$ cat src/rtl/csr_trap_if.sv
// CSR access bus between the execute-stage decode (master) and the
// machine-mode CSR/trap unit (slave): operation, operands and read-back.
interface csr_trap_if;
    logic        csr_we;
    logic [2:0]  func3;
    logic [4:0]  rs1;
    logic [31:0] reg1;
    logic [11:0] csr_addr;
    logic [31:0] csr_rdata;
    logic        illegal_csr;

    modport master (
        output csr_we,
        output func3,
        output rs1,
        output reg1,
        output csr_addr,
        input  csr_rdata,
        input  illegal_csr
    );

    modport slave (
        input  csr_we,
        input  func3,
        input  rs1,
        input  reg1,
        input  csr_addr,
        output csr_rdata,
        output illegal_csr
    );
endinterface

$ cat src/rtl/csr_trap_unit.sv
// Machine-mode CSR file with trap/interrupt sequencing for a single-hart RV32
// pipeline (execute stage). Supplies CSR read data, trap redirect and mret
// redirect. Optional build macro CSR_COUNTERS_EN adds the 64-bit mcycle and
// minstret counters; without it those addresses read 0 and ignore writes.
module csr_trap_unit #(
    parameter logic [31:0] HART_ID       = 32'h0000_0000,
    parameter logic [31:0] MTVEC_RESET   = 32'h0000_0000,
    parameter int          NUM_LOCAL_IRQ = 4
) (
    input  logic                     clk,
    input  logic                     rst,
    csr_trap_if.slave                bus,
    input  logic                     pipeline_en,
    input  logic [31:0]              pc,
    input  logic                     ecall,
    input  logic                     ebreak,
    input  logic                     mret,
    input  logic                     instr_retire,
    input  logic                     irq_ext,
    input  logic                     irq_timer,
    input  logic [NUM_LOCAL_IRQ-1:0] irq_local,
    output logic                     trap_taken,
    output logic [31:0]              trap_target,
    output logic [31:0]              mret_target
);

    localparam logic [31:0] LOCAL_MASK = ((32'h0000_0001 << NUM_LOCAL_IRQ) - 32'h0000_0001) << 16;
    localparam logic [31:0] MIE_MASK   = 32'h0000_0888 | LOCAL_MASK;

    // Architectural state
    logic        mstatus_mie_r;
    logic        mstatus_mpie_r;
    logic [31:0] mie_r;
    logic [31:0] mtvec_r;
    logic [31:0] mscratch_r;
    logic [31:0] mepc_r;
    logic [31:0] mcause_r;
    logic [31:0] mtval_r;
`ifdef CSR_COUNTERS_EN
    logic [63:0] mcycle_r;
    logic [63:0] minstret_r;
`endif

    logic [31:0] mstatus_s;
    logic [31:0] mip_s;
    logic [31:0] pending_s;
    logic        irq_hit_s;
    logic [4:0]  irq_code_s;
    logic        trap_s;
    logic [31:0] trap_cause_s;
    logic [31:0] trap_val_s;
    logic [31:0] rdata_s;
    logic        addr_ok_s;
    logic [31:0] src_s;
    logic        write_attempt_s;
    logic [31:0] wdata_s;
    logic        illegal_s;
    logic        commit_s;

    assign mstatus_s = 32'h0000_1800 | {24'h00_0000, mstatus_mpie_r, 3'b000, mstatus_mie_r, 3'b000};

    // Live pending-interrupt view from the interrupt input levels
    always_comb begin
        mip_s     = 32'h0000_0000;
        mip_s[11] = irq_ext;
        mip_s[7]  = irq_timer;
        for (int i = 0; i < NUM_LOCAL_IRQ; i++) begin
            mip_s[16+i] = irq_local[i];
        end
    end

    assign pending_s = mie_r & mip_s;

    // Interrupt arbitration: external > timer > lowest-index local line
    always_comb begin
        irq_hit_s  = 1'b0;
        irq_code_s = 5'd0;
        if (mstatus_mie_r && (pending_s != 32'h0000_0000)) begin
            irq_hit_s = 1'b1;
            if (pending_s[11]) begin
                irq_code_s = 5'd11;
            end else if (pending_s[7]) begin
                irq_code_s = 5'd7;
            end else begin
                // Descending scan so the lowest pending index wins
                for (int i = NUM_LOCAL_IRQ - 1; i >= 0; i--) begin
                    irq_code_s = pending_s[16+i] ? 5'(16 + i) : irq_code_s;
                end
            end
        end else begin
            irq_hit_s  = 1'b0;
            irq_code_s = 5'd0;
        end
    end

    // Trap selection, cause/tval and redirect target
    always_comb begin
        trap_s       = pipeline_en && (ebreak || ecall || irq_hit_s);
        trap_cause_s = 32'h0000_0000;
        trap_val_s   = 32'h0000_0000;
        trap_target  = {mtvec_r[31:2], 2'b00};
        if (ebreak) begin
            trap_cause_s = 32'd3;
            trap_val_s   = pc;
        end else if (ecall) begin
            trap_cause_s = 32'd11;
        end else begin
            trap_cause_s = {1'b1, 26'h000_0000, irq_code_s};
            if (mtvec_r[0]) begin
                trap_target = {mtvec_r[31:2], 2'b00} + {25'h000_0000, irq_code_s, 2'b00};
            end else begin
                trap_target = {mtvec_r[31:2], 2'b00};
            end
        end
    end

    assign trap_taken  = trap_s;
    assign mret_target = mepc_r;

    // Address decode and old-value read mux
    always_comb begin
        rdata_s   = 32'h0000_0000;
        addr_ok_s = 1'b1;
        case (bus.csr_addr)
            12'h300: rdata_s = mstatus_s;
            12'h304: rdata_s = mie_r;
            12'h305: rdata_s = mtvec_r;
            12'h340: rdata_s = mscratch_r;
            12'h341: rdata_s = mepc_r;
            12'h342: rdata_s = mcause_r;
            12'h343: rdata_s = mtval_r;
            12'h344: rdata_s = mip_s;
            12'hF14: rdata_s = HART_ID;
`ifdef CSR_COUNTERS_EN
            12'hB00: rdata_s = mcycle_r[31:0];
            12'hB80: rdata_s = mcycle_r[63:32];
            12'hB02: rdata_s = minstret_r[31:0];
            12'hB82: rdata_s = minstret_r[63:32];
`else
            12'hB00, 12'hB80, 12'hB02, 12'hB82: rdata_s = 32'h0000_0000;
`endif
            default: begin
                rdata_s   = 32'h0000_0000;
                addr_ok_s = 1'b0;
            end
        endcase
    end

    assign bus.csr_rdata = rdata_s;
    assign src_s = bus.func3[2] ? {27'h000_0000, bus.rs1} : bus.reg1;

    // Write intent and new value for the CSR op (RW / set / clear)
    always_comb begin
        write_attempt_s = 1'b0;
        wdata_s         = rdata_s;
        case (bus.func3[1:0])
            2'b01: begin
                write_attempt_s = 1'b1;
                wdata_s         = src_s;
            end
            2'b10: begin
                write_attempt_s = (bus.rs1 != 5'd0);
                wdata_s         = rdata_s | src_s;
            end
            2'b11: begin
                write_attempt_s = (bus.rs1 != 5'd0);
                wdata_s         = rdata_s & ~src_s;
            end
            default: begin
                write_attempt_s = 1'b0;
                wdata_s         = rdata_s;
            end
        endcase
    end

    assign illegal_s       = bus.csr_we && (!addr_ok_s || (write_attempt_s && (bus.csr_addr[11:10] == 2'b11)));
    assign bus.illegal_csr = illegal_s;
    assign commit_s        = pipeline_en && bus.csr_we && write_attempt_s && !illegal_s && !trap_s;

    // CSR and trap state: reset > trap > mret > CSR write
    always_ff @(posedge clk) begin
        if (rst) begin
            mstatus_mie_r  <= 1'b0;
            mstatus_mpie_r <= 1'b0;
            mie_r          <= 32'h0000_0000;
            mtvec_r        <= MTVEC_RESET;
            mscratch_r     <= 32'h0000_0000;
            mepc_r         <= 32'h0000_0000;
            mcause_r       <= 32'h0000_0000;
            mtval_r        <= 32'h0000_0000;
        end else if (trap_s) begin
            mstatus_mpie_r <= mstatus_mie_r;
            mstatus_mie_r  <= 1'b0;
            mepc_r         <= pc;
            mcause_r       <= trap_cause_s;
            mtval_r        <= trap_val_s;
        end else begin
            if (pipeline_en && mret) begin
                mstatus_mie_r  <= mstatus_mpie_r;
                mstatus_mpie_r <= 1'b1;
            end else if (commit_s && (bus.csr_addr == 12'h300)) begin
                mstatus_mie_r  <= wdata_s[3];
                mstatus_mpie_r <= wdata_s[7];
            end
            if (commit_s) begin
                case (bus.csr_addr)
                    12'h304: mie_r      <= wdata_s & MIE_MASK;
                    12'h305: mtvec_r    <= {wdata_s[31:2], 1'b0, (wdata_s[1:0] == 2'b01)};
                    12'h340: mscratch_r <= wdata_s;
                    12'h341: mepc_r     <= {wdata_s[31:2], 2'b00};
                    12'h342: mcause_r   <= wdata_s;
                    12'h343: mtval_r    <= wdata_s;
                    default: ;
                endcase
            end
        end
    end

`ifdef CSR_COUNTERS_EN
    // Cycle counter: free-running, a half write replaces it and skips the increment
    always_ff @(posedge clk) begin
        if (rst) begin
            mcycle_r <= 64'd0;
        end else if (commit_s && (bus.csr_addr == 12'hB00)) begin
            mcycle_r[31:0] <= wdata_s;
        end else if (commit_s && (bus.csr_addr == 12'hB80)) begin
            mcycle_r[63:32] <= wdata_s;
        end else begin
            mcycle_r <= mcycle_r + 64'd1;
        end
    end

    // Retired-instruction counter: counts non-trapping retirements
    always_ff @(posedge clk) begin
        if (rst) begin
            minstret_r <= 64'd0;
        end else if (commit_s && (bus.csr_addr == 12'hB02)) begin
            minstret_r[31:0] <= wdata_s;
        end else if (commit_s && (bus.csr_addr == 12'hB82)) begin
            minstret_r[63:32] <= wdata_s;
        end else if (pipeline_en && instr_retire && !trap_s) begin
            minstret_r <= minstret_r + 64'd1;
        end else begin
            minstret_r <= minstret_r;
        end
    end
`else
    logic unused_retire_s;
    assign unused_retire_s = instr_retire;
`endif

endmodule

$ cat src/flat_wrapper.sv
// flat-port wrapper written by rule: the top's interface ports become plain ports
module csr_trap_unit_flat 
#(
    parameter logic [31:0] HART_ID       = 32'h0000_0000,
    parameter logic [31:0] MTVEC_RESET   = 32'h0000_0000,
    parameter int          NUM_LOCAL_IRQ = 4
)
  (clk, rst, pipeline_en, pc, ecall, ebreak, mret, instr_retire, irq_ext, irq_timer, irq_local, trap_taken, trap_target, mret_target, bus_csr_we, bus_func3, bus_rs1, bus_reg1, bus_csr_addr, bus_csr_rdata, bus_illegal_csr);
  csr_trap_if bus_i ();
  input  logic clk;
  input  logic rst;
  input  logic pipeline_en;
  input  logic [31:0] pc;
  input  logic ecall;
  input  logic ebreak;
  input  logic mret;
  input  logic instr_retire;
  input  logic irq_ext;
  input  logic irq_timer;
  input  logic [NUM_LOCAL_IRQ-1:0] irq_local;
  output logic trap_taken;
  output logic [31:0] trap_target;
  output logic [31:0] mret_target;
  input wire logic [$bits(bus_i.csr_we)-1:0] bus_csr_we;
  input wire logic [$bits(bus_i.func3)-1:0] bus_func3;
  input wire logic [$bits(bus_i.rs1)-1:0] bus_rs1;
  input wire logic [$bits(bus_i.reg1)-1:0] bus_reg1;
  input wire logic [$bits(bus_i.csr_addr)-1:0] bus_csr_addr;
  output wire logic [$bits(bus_i.csr_rdata)-1:0] bus_csr_rdata;
  output wire logic [$bits(bus_i.illegal_csr)-1:0] bus_illegal_csr;
  assign bus_i.csr_we = bus_csr_we;
  assign bus_i.func3 = bus_func3;
  assign bus_i.rs1 = bus_rs1;
  assign bus_i.reg1 = bus_reg1;
  assign bus_i.csr_addr = bus_csr_addr;
  assign bus_csr_rdata = bus_i.csr_rdata;
  assign bus_illegal_csr = bus_i.illegal_csr;
  csr_trap_unit #(.HART_ID(HART_ID), .MTVEC_RESET(MTVEC_RESET), .NUM_LOCAL_IRQ(NUM_LOCAL_IRQ)) u_core (.clk(clk), .rst(rst), .bus(bus_i), .pipeline_en(pipeline_en), .pc(pc), .ecall(ecall), .ebreak(ebreak), .mret(mret), .instr_retire(instr_retire), .irq_ext(irq_ext), .irq_timer(irq_timer), .irq_local(irq_local), .trap_taken(trap_taken), .trap_target(trap_target), .mret_target(mret_target));
endmodule
$ cat config.mk
export PLATFORM = sky130hd
export DESIGN_NAME = csr_trap_unit_flat
export DESIGN_NICKNAME = d
export VERILOG_FILES = /design/src/rtl/csr_trap_if.sv /design/src/rtl/csr_trap_unit.sv /design/src/flat_wrapper.sv
export SDC_FILE = /design/constraint.sdc
export NUM_CORES = 1
export LEC_CHECK = 0
export CAP_MARGIN = 25
export CELL_PAD_IN_SITES_DETAIL_PLACEMENT = 1
export CELL_PAD_IN_SITES_GLOBAL_PLACEMENT = 1
export CORE_ASPECT_RATIO = 0.6
export CORE_MARGIN = 4
export CORE_UTILIZATION = 35
export CTS_CLUSTER_DIAMETER = 60
export DETAILED_ROUTE_END_ITERATION = 10
export PLACE_DENSITY = 0.81
export REMOVE_ABC_BUFFERS = 1
export SLEW_MARGIN = 15
export SYNTH_ARGS = -nofsm -noshare
export SYNTH_HDL_FRONTEND = slang
export SYNTH_SLANG_ARGS = --single-unit
$ cat constraint.sdc
create_clock -name clk -period 3.35 [get_ports clk]
set_input_delay 0.67 -clock clk [delete_from_list [all_inputs] [get_ports clk]]
set_output_delay 0.67 -clock clk [all_outputs]
set_load 0.005 [all_outputs]
Yosys cells after proc, flatten, opt, wreduce, memory -nomap -nowiden
Index checks and enable logic that the tools add are counted.
{"block": "classes", "n_addsub": 1, "eq_ne": 18, "mux": 33, "bitwise": 5, "n_reduce_logical": 33}
{"cell": "32-bit two-way mux", "count": 16}
{"cell": "32-bit one-hot mux with 8 select lines", "count": 1}
{"cell": "12-bit by 10-bit equality test with 1-bit output (second input constant)", "count": 8}
{"cell": "32-bit one-hot mux with 3 select lines", "count": 1}
{"cell": "12-bit equality test (second input constant)", "count": 5}
{"cell": "5-bit two-way mux", "count": 7}
{"cell": "32-bit by 7-bit adder with 32-bit output", "count": 1}
{"cell": "32-bit bitwise AND", "count": 1}
{"cell": "32-bit inverter", "count": 1}
{"cell": "32-bit bitwise OR", "count": 1}
{"cell": "32-bit nonzero test", "count": 1}
{"cell": "20-bit bitwise AND", "count": 1}
{"cell": "13-bit OR reduction", "count": 1}
{"cell": "1-bit logical AND", "count": 10}
{"cell": "2-bit nonzero test", "count": 5}
{"cell": "3-bit AND reduction", "count": 3}
{"cell": "1-bit two-way mux", "count": 7}
{"cell": "2-bit equality test (second input constant)", "count": 3}
{"cell": "2-bit AND reduction", "count": 3}
{"cell": "5-bit nonzero test", "count": 1}
{"cell": "2-bit by 1-bit equality test with 1-bit output (second input constant)", "count": 2}
{"cell": "2-bit OR reduction", "count": 2}
{"cell": "1-bit zero test", "count": 3}
{"cell": "1-bit logical OR", "count": 3}
{"cell": "other kinds (3)", "count": 3}
{"block": "totals", "reg_bits": 168, "input_bits": 98, "out_inout_bits": 98, "wordCells": 98}

Longest topological paths before layout
Gate-level depths: netlist (run 1).
{"block": "logic_depth", "depth_word": 13, "depth_mapped": 12, "ltp_nobuf": 12}

Worst setup path before layout (run 1)
Ideal clock, no wire load.
{"block": "synth_timing", "path_type": "in2out", "startpoint": "input irq_local[1]", "endpoint": "output trap_target[24]", "t_arrival_ns": 2.726, "required_time_ns": 2.680, "slack_ns": -0.046, "stages": 10, "n_path_buf": 0, "cell_sequence": "a22oi_1 nand2b_1 a21oi_1 fa_1 a21o_1 a21o_1 a21oi_1 nor3_1 nand4_1 xnor2_1"}
{"block": "synth_between", "elab_chain_cells": 10, "word_cells_on_any_way": 12, "classes_between": "add/sub: 1; mux: 8; bitwise: 1; reduce/logical: 2"}
{"element": "start, declared", "line": "flat_wrapper.sv:20", "rtl": "input logic [NUM_LOCAL_IRQ-1:0] irq_local;"}
{"element": "20-bit bitwise AND (*)", "line": "csr_trap_unit.sv:72", "rtl": "assign pending_s = mie_r & mip_s;"}
{"element": "5-bit two-way mux (2 in series)", "line": "csr_trap_unit.sv:87", "rtl": "irq_code_s = pending_s[16+i] ? 5'(16 + i) : irq_code_s;"}
{"element": "5-bit two-way mux", "line": "csr_trap_unit.sv:82", "rtl": "end else if (pending_s[7]) begin"}
{"element": "5-bit two-way mux", "line": "csr_trap_unit.sv:80", "rtl": "if (pending_s[11]) begin"}
{"element": "5-bit two-way mux (*)", "line": "csr_trap_unit.sv:78", "rtl": "if (mstatus_mie_r && (pending_s != 32'h0000_0000)) begin"}
{"element": "32-bit by 7-bit adder with 32-bit output (*)", "line": "csr_trap_unit.sv:110", "rtl": "trap_target = {mtvec_r[31:2], 2'b00} + {25'h000_0000, irq_code_s, 2'b00};"}
{"element": "32-bit two-way mux (*)", "line": "csr_trap_unit.sv:109", "rtl": "if (mtvec_r[0]) begin"}
{"element": "32-bit two-way mux (*)", "line": "csr_trap_unit.sv:105", "rtl": "end else if (ecall) begin"}
{"element": "32-bit two-way mux (*)", "line": "csr_trap_unit.sv:102", "rtl": "if (ebreak) begin"}
{"element": "end, declared", "line": "flat_wrapper.sv:22", "rtl": "output logic [31:0] trap_target;"}
Mark *: on every way between the ends. The rest lies on a longest branch, timed or not.

Final worst setup path (run 1)
{"block": "layout_timing", "startpoint": "register u_core.mie_r[18]", "endpoint": "output trap_target[18]"}
{"block": "layout_between", "elab_chain_cells": 11, "word_cells_on_any_way": 13, "classes_between": "add/sub: 1; mux: 9; bitwise: 1; reduce/logical: 2"}
{"element": "start, declared", "line": "csr_trap_unit.sv:33", "rtl": "logic [31:0] mie_r;"}
{"element": "start signal, assigned", "line": "csr_trap_unit.sv:207", "rtl": "12'h304: mie_r <= wdata_s & MIE_MASK;"}
{"element": "20-bit bitwise AND (*)", "line": "csr_trap_unit.sv:72"}
{"element": "5-bit two-way mux (3 in series)", "line": "csr_trap_unit.sv:87"}
{"element": "5-bit two-way mux", "line": "csr_trap_unit.sv:82"}
{"element": "5-bit two-way mux", "line": "csr_trap_unit.sv:80"}
{"element": "5-bit two-way mux (*)", "line": "csr_trap_unit.sv:78"}
{"element": "32-bit by 7-bit adder with 32-bit output (*)", "line": "csr_trap_unit.sv:110"}
{"element": "32-bit two-way mux (*)", "line": "csr_trap_unit.sv:109"}
{"element": "32-bit two-way mux (*)", "line": "csr_trap_unit.sv:105"}
{"element": "32-bit two-way mux (*)", "line": "csr_trap_unit.sv:102"}
Marks and branches as above.

==> flow_metrics.env, run 1 <==
export IMPL_run_status="finished, violations left"
export IMPL_failed_checks="negative setup slack"
export IMPL_ys_flop_type="dfxtp_1"
export IMPL_fp_row_count=48
export IMPL_power_total_mw=5.19
export IMPL_fin_skew_ps=10.8
export IMPL_path_max_fanout=3
export IMPL_core_area_mm2=0.0289
export IMPL_syn_avg_cell_area_um2=7.79
export IMPL_cp_data_arrival_time_ps=3260
export IMPL_slowest_delay_ps=390
export IMPL_hold_ws_ps=456
export IMPL_cts_root_buffer_cell="clkbuf_16"
export IMPL_cts_tree="done"
export IMPL_yosysWarnings=0
export IMPL_drt_iter0_drc=1881
export IMPL_io_pins=196
export IMPL_min_path_type="flip-flop to flip-flop"
export IMPL_worst_skew_pair_late_latency_ps=480
export IMPL_area_growth_syn_to_layout_pct=57.0
export IMPL_timing_fmax_mhz=254
export IMPL_antenna_found_initial=2
export IMPL_ir_worst_vdd_uv=454
export IMPL_antenna_cells=0
export IMPL_clkTransAtPathRegs_ps=70
export IMPL_grt_max_degree=45
export IMPL_grt_pass1_wl_mm=87.8
export IMPL_p_leak_nw=6.67
export IMPL_syn_inst=1324
export IMPL_synth_cell_type_count=79
export IMPL_grt_usage_pct=35.4
export IMPL_cp_end_kind="output port"
export IMPL_cts_sinks=168
export IMPL_dieHeight_um=141
export IMPL_worstPathRequired_ps=2680
export IMPL_maxSlewViolCount=0
export IMPL_max_slew_margin_rel_pct=56.5
export IMPL_cts_buffers=17
export IMPL_synth_edf_count=0
export IMPL_hold_depth=2
export IMPL_clk_path_buf_depth=2
export IMPL_cts_hold_buffers=0
export IMPL_wire_per_inst_um=28.3
export IMPL_worstSetupStartpointType="flip-flop"
export IMPL_htree_levels=4
export IMPL_critPathKind="flip-flop to output port"
export IMPL_rsz0062_at_grt="yes"
export IMPL_synth_seq_cells=168
export IMPL_r2r_cells=18
export IMPL_grt_overflow=0
export IMPL_crit_path_frequent_cell="a21o_1"
export IMPL_drv_cap=0
export IMPL_post_route_drc_count=0
export IMPL_gp_congestion=0.995
export IMPL_crit_chain="nand2_2 > a32oi_1 > a21o_1 > a21oi_2 > ha_2 > fa_2 > a21o_1 > a21o_1 > a21oi_2 > buf_4 > nor3_4 > buf_4 > buf_6 > nand2_4 > xnor2_1 > buf_2"
export IMPL_async_flop_share_pct=0
export IMPL_finalSetupViolCount=26
export IMPL_finalHoldViolCount=0
export IMPL_hpwlAfterDp_mm=40.1
export IMPL_yosysSeqAreaShare_pct=32.6
export IMPL_worst_slack_ps=-580
export IMPL_dieArea_mm2=0.0324
export IMPL_fin_crit_ps=3930
export IMPL_firstDrtPassIters=6
export IMPL_power_density_mw_per_mm2=320
export IMPL_wl_mm=61.2
export IMPL_grt_pass1_vias=13984
export IMPL_drive_above_1_share_pct=31.7
export IMPL_vias_per_cell=6.34
export IMPL_ant_nets=0
export IMPL_slowest_stage="fa_2"
export IMPL_final_cell_mix="269 x buf_4, 174 x nand2_1, 164 x dfxtp_1"
export IMPL_finalCritPeriodShare_pct=117
export IMPL_vias=13711
export IMPL_port_buffers=192
export IMPL_die_x_um=230
export IMPL_final_common_cell="buf_4"
export IMPL_netlist_area_mm2=0.0103
export IMPL_tightest_slew_ps=653
export IMPL_start_util_pct=35.7
export IMPL_fin_nets=1855
[metal layers]
layer	track usage, %	vias up	share of wire [%]	routed length (um)
li1	-	5714	-	-
met1	46.9	6761	40	24600
met2	54.7	1003	44	27100
met3	10.9	229	12	7130
met4	12.8	4	4.0	2440
met5	0	-	0.046	28
[metrics by stage]
stage / cells / setup WS, ps / util, % / setup TNS, ps / area, um2
2_1_floorplan: 1217 / -1120 / - / -41540 / 9850
3_3_place_gp: 2041 / -1300 / 49.5 / -46670 / 14300
3_5_place_dp: 2041 / -1440 / 49.5 / -54330 / 14300
4_1_cts: 2148 / -352 / 54.7 / -4950 / 15800
5_1_grt: 2164 / -674 / 56.1 / -12700 / 16200
6_report: 2164 / -580 / 56.1 / -9850 / 16200
[cells in the mapped netlist, drive strengths merged, types with 28 or more instances]
master | instances | area, um2
and2 | 28 | 175
nand2 | 182 | 683
buf | 44 | 226
a21oi | 109 | 546
nand3 | 92 | 460
nand2b | 39 | 244
nor2 | 68 | 260
dfxtp | 168 | 3360
o211ai | 29 | 218
clkbuf | 64 | 240
o21ai | 73 | 365
a211oi | 30 | 230
[path summary, 6_finish.rpt]
kind                                                            to                          startpoint  slack [ps]
worst max-delay path                               trap_target[18]       u_core.mie_r[18]$_SDFFE_PP0P_        -580
worst min-delay path            u_core.mscratch_r[10]$_SDFFE_PP0P_  u_core.mscratch_r[10]$_SDFFE_PP0P_         460
worst max register to register     u_core.mtval_r[18]$_SDFFE_PP0P_       u_core.mie_r[18]$_SDFFE_PP0P_          80
worst min register to register  u_core.mscratch_r[10]$_SDFFE_PP0P_  u_core.mscratch_r[10]$_SDFFE_PP0P_         460
[final cells by class]
cell class	instances	area (um2)
Inverter	9	33.8
Sequential cell	168	3370
Fill cell	3378	12700
Clock buffer	19	453
Timing Repair Buffer	515	4620
Multi-Input combinational cell	1040	7050
Tap cell	400	500
Clock inverter	13	166
[state kept, by name, indices dropped and copies added, names as in the netlist]
register,cells
u_core.mtvec_r,31
u_core.mret_target,32
u_core.mstatus_mie_r,1
u_core.mstatus_mpie_r,1
u_core.mscratch_r,32
u_core.mie_r,7
u_core.mcause_r,32
u_core.mtval_r,32
[critical path, delay by kind of cell, from the launching register on]
| family | cells | cell delay [ps] |
|---|---|---|
| buffers and inverters | 4 | 550 |
| AOI/OAI and AO/OA | 6 | 1010 |
| and+or+nand+nor | 3 | 150 |
| adders and majority gates | 2 | 600 |
| xor gates and xnor gates | 1 | 120 |
| DFF | 1 | 370 |
[cells by family (layout without fill, tap and decap cells)]
group	Yosys count	in the layout	synth area share, %
simple gates	557	557	28.0
mux	58	58	6.55
fa+ha+maj	6	6	0.801
other cells	1	2	0.0364
compound gates	386	386	24.6
buf+inv	117	556	4.85
flops	168	168	32.6
xor+xnor	31	31	2.63
[report_power, final]
group	switching, mW	internal (mW)
sequential	0.0399	2.04
clock	0.967	1.22
combinational	0.507	0.413
[what timing repair did]
| action | 4_1_cts | 5_1_grt |
|---|---|---|
| gates resized for setup | 286 | 71 |
| endpoints found under the setup margin | 63 | 62 |
| gates cloned | 2 | 1 |
| pin swaps | 71 | 39 |
| setup buffers | 80 | 16 |
Note: power is estimated with default switching activity, not from simulation.
==> run 2: changes to the inputs <==
--- a/config.mk
+++ b/config.mk
@@ -5,12 +5,13 @@
 export SDC_FILE = /design/constraint.sdc
 export NUM_CORES = 1
 export LEC_CHECK = 0
+export ABC_AREA = 1
 export CAP_MARGIN = 25
 export CELL_PAD_IN_SITES_DETAIL_PLACEMENT = 1
 export CELL_PAD_IN_SITES_GLOBAL_PLACEMENT = 1
 export CORE_ASPECT_RATIO = 0.6
 export CORE_MARGIN = 4
-export CORE_UTILIZATION = 35
+export CORE_UTILIZATION = 33
 export CTS_CLUSTER_DIAMETER = 60
 export DETAILED_ROUTE_END_ITERATION = 10
 export PLACE_DENSITY = 0.81
==> run 2 against run 1 <==
- worst hold slack gained 14 ps
- maximum frequency is 3.2% lower
- clock power grew 2%
- clock skew down 1.1 ps
- the run still ends with negative setup slack left
- sequential power is essentially flat
- final cell count up 17%
- area after synthesis increased by 2.9%
==> flow_metrics.env, run 2 <==
export IMPL_synth_simple_area_share_pct=36.5
export IMPL_htree_levels=4
export IMPL_worstSetupStartpointType="flip-flop"
export IMPL_drv_cap=0
export IMPL_slowest_delay_ps=350
export IMPL_timing_fmax_mhz=246
export IMPL_cp_num_cells=25
export IMPL_wl_mm=57.3
export IMPL_vias=13944
export IMPL_io_pins=196
export IMPL_netlist_top_cells_area="dfxtp_1 32%, nand2_1 17%, nand3_1 9.6%"
export IMPL_final_area_mm2=0.0158
export IMPL_place_inst=2451
export IMPL_worst_skew_pair_late_latency_ps=470
export IMPL_clk_path_buf_depth=2
export IMPL_intPower_mw=3.68
export IMPL_grt_pass1_wl_mm=84.8
export IMPL_syn_inst=1761
export IMPL_dieHeight_um=147
export IMPL_fp_row_count=50
export IMPL_cts_hold_buffers=0
export IMPL_netlist_area_mm2=0.0106
export IMPL_tightest_slew_ps=923
export IMPL_synth_edf_count=0
export IMPL_worstPathRequired_ps=2680
export IMPL_yosys_area_share_adder_pct=0.778
export IMPL_placed_area_mm2=0.0142
export IMPL_synth_seq_cells=168
export IMPL_finalSetupViolCount=31
export IMPL_max_slew_margin_rel_pct=38.5
export IMPL_hold_start="u_core.mcause_r[17]$_SDFFE_PP0P_"
export IMPL_synthMuxAreaShare_pct=0.566
export IMPL_synth_cell_type_count=43
export IMPL_syn_avg_cell_area_um2=6.03
export IMPL_critPathKind="flip-flop to output port"
export IMPL_async_flop_share_pct=0
export IMPL_slowest_stage="dfxtp_1"
export IMPL_min_path_type="flip-flop to flip-flop"
export IMPL_cts_buffers=17
export IMPL_area_growth_syn_to_layout_pct=48.5
export IMPL_path_max_fanout=3
export IMPL_finalHoldViolCount=0
export IMPL_run_status="finished, violations left"
export IMPL_synth_compound_area_share_pct=16.5
export IMPL_finalCritPeriodShare_pct=121
export IMPL_switching_share_pct=28.1
export IMPL_cp_end_kind="output port"
export IMPL_pwr_share_clk_pct=43.6
export IMPL_final_util_pct=50.1
export IMPL_fin_nets=2203
export IMPL_hpwlAfterDp_mm=39.4
export IMPL_synth_top_family_by_area="simple AND/OR/NAND/NOR gates"
export IMPL_netlist_area_leader_share_pct=31.7
export IMPL_stdcell_count=2528
export IMPL_multi_input_area_mm2=0.00656
export IMPL_grt_max_degree=64
export IMPL_cts_tree="done"
export IMPL_p_switching_mw=1.44
export IMPL_final_cell_mix="455 x nand2_1, 190 x inv_1, 188 x nand3_1"
export IMPL_drt_iter0_drc=1306
export IMPL_worst_slack_ps=-709
export IMPL_maxSlewViolCount=0
export IMPL_drive_above_1_share_pct=21.5
export IMPL_fin_crit_ps=4060
export IMPL_firstDrtPassIters=5
export IMPL_holdPathEnd="u_core.mcause_r[17]$_SDFFE_PP0P_"
export IMPL_final_seq_area_mm2=0.00337
export IMPL_p_leak_nw=7.25
export IMPL_dieArea_mm2=0.0352
export IMPL_rsz0062_at_grt="yes"
export IMPL_hold_ws_ps=470
export IMPL_cts_root_buffer_cell="clkbuf_16"
export IMPL_clkTransAtPathRegs_ps=70
export IMPL_yosysWarnings=0
export IMPL_ir_worst_vdd_uv=360
export IMPL_r2r_start="u_core.mie_r[16]$_SDFFE_PP0P_"
export IMPL_ant_nets=0
export IMPL_hold_depth=2
export IMPL_grt_usage_pct=31.0
export IMPL_worstReg2RegEnd="u_core.mie_r[11]$_SDFFE_PP0P_"
export IMPL_yosysMostFrequentCell="nand2_1"
export IMPL_grt_overflow=0
export IMPL_die_x_um=240
export IMPL_port_buffers=192
export IMPL_cp_data_arrival_time_ps=3390
export IMPL_ys_flop_type="dfxtp_1"
export IMPL_gp_congestion=0.969
export IMPL_power_density_mw_per_mm2=324
export IMPL_synthXorXnorAreaFrac_pct=1.65
export IMPL_cts_sinks=168
export IMPL_crit_path_frequent_cell="nand2_2"
export IMPL_yosysSeqAreaShare_pct=31.7
export IMPL_pwr_share_seq_pct=40.8
export IMPL_core_area_mm2=0.0315
export IMPL_n_fill_cell=4123
export IMPL_final_common_cell="nand2_1"
export IMPL_grt_pass1_vias=14255
export IMPL_antenna_cells=0
export IMPL_power_total_mw=5.11
export IMPL_path_buf_inv=7
export IMPL_synth_top_area_cell="dfxtp_1"
export IMPL_post_route_drc_count=0
export IMPL_fin_skew_ps=9.63
export IMPL_pwr_share_comb_pct=15.6
export IMPL_antenna_found_initial=1
export IMPL_crit_family="simple AND/OR/NAND/NOR gates"
export IMPL_r2r_cells=16
export IMPL_synthTopCellsByCount="489 x nand2_1, 204 x nand3_1, 195 x inv_1"
export IMPL_wire_per_inst_um=22.7
export IMPL_failed_checks="negative setup slack"
export IMPL_vias_per_cell=5.52
export IMPL_regToRegSetupSlack_ps=510
export IMPL_start_util_pct=33.7
run 2: cell families after synthesis:
kind of cell	Yosys count
muxes	6
and+or+nand+nor	909
adders and majority gates	6
other	1
AOI/OAI and AO/OA	343
DFF	168
buffers and inverters	308
xor gates and xnor gates	20
run 2: repair_timing:
| item | CTS | global route |
|---|---|---|
| setup buffers | 38 | 9 |
| resized for setup | 316 | 87 |
| pin swaps | 45 | 29 |
| gates cloned | 1 | 1 |
| endpoints found under the setup margin | 63 | 60 |
run 2: worst reg2reg max path, stage by stage, from the launching register on:
cell	delay, ps
dfxtp_2	330
nand2_2	80
nand2_2	70
buf_4	130
buf_4	120
buf_4	120
o21ai_1	180
buf_4	160
nand3_1	110
nand2_4	130
buf_12	280
nand4_4	250
buf_4	220
nor2_2	110
buf_4	190
o21ai_0	110
a21oi_1	160
run 2: power groups by stage:
stage / Clock, mW / Sequential (mW) / Combinational (mW)
after floorplan: 0 / 2.12 / 0.289
after global placement: 0 / 2.13 / 0.740
after detailed placement: 0 / 2.13 / 0.759
after CTS: 2.24 / 2.09 / 0.771
after global routing: 2.33 / 2.09 / 0.854
final: 2.23 / 2.09 / 0.797
run 2: final cells by class:
class	count	share of cell area, %
Inverter	205	5.06
Sequential cell	168	21.4
Clock inverter	12	1.10
Clock buffer	20	2.96
Timing Repair Buffer	421	24.6
Multi-Input combinational cell	1286	41.6
Tap cell	416	3.30
run 2: worst max path at each step:
stage,to,from,slack [ps]
floorplan,u_core.mstatus_mpie_r$_SDFFE_PP0P_,irq_local[2],-1090
global placement,trap_target[24],irq_local[0],-1560
detailed placement,trap_target[24],irq_local[0],-1900
CTS,trap_target[24],u_core.mie_r[16]$_SDFFE_PP0P_,-630
global route,trap_target[29],u_core.mie_r[18]$_SDFFE_PP0P_,-840
finish,trap_target[19],u_core.mie_r[18]$_SDFFE_PP0P_,-710
run 2: metal layers:
layer | vias to the layer above | part of all wire (%) | track usage, %
li1 | 6325 | - | -
met1 | 6816 | 44 | 43.0
met2 | 664 | 44 | 48.3
met3 | 137 | 8.6 | 6.45
met4 | 2 | 3.1 | 10.1
met5 | - | 0.023 | 0
run 2: stage by stage:
step	setup slack, ps	setup TNS [ps]
after floorplan	-1090	-74320
after global placement	-1560	-47620
after detailed placement	-1900	-54950
after CTS	-632	-11820
after global routing	-835	-17160
final	-709	-13090
==> run 3: changes to the inputs <==
--- a/config.mk
+++ b/config.mk
@@ -5,13 +5,13 @@
 export SDC_FILE = /design/constraint.sdc
 export NUM_CORES = 1
 export LEC_CHECK = 0
-export ABC_AREA = 1
+export ABC_AREA = 0
 export CAP_MARGIN = 25
 export CELL_PAD_IN_SITES_DETAIL_PLACEMENT = 1
 export CELL_PAD_IN_SITES_GLOBAL_PLACEMENT = 1
 export CORE_ASPECT_RATIO = 0.6
 export CORE_MARGIN = 4
-export CORE_UTILIZATION = 33
+export CORE_UTILIZATION = 35
 export CTS_CLUSTER_DIAMETER = 60
 export DETAILED_ROUTE_END_ITERATION = 10
 export PLACE_DENSITY = 0.81
==> results of run 3 <==
Same layout as run 1: the final DEF is identical, and so are final timing and power.
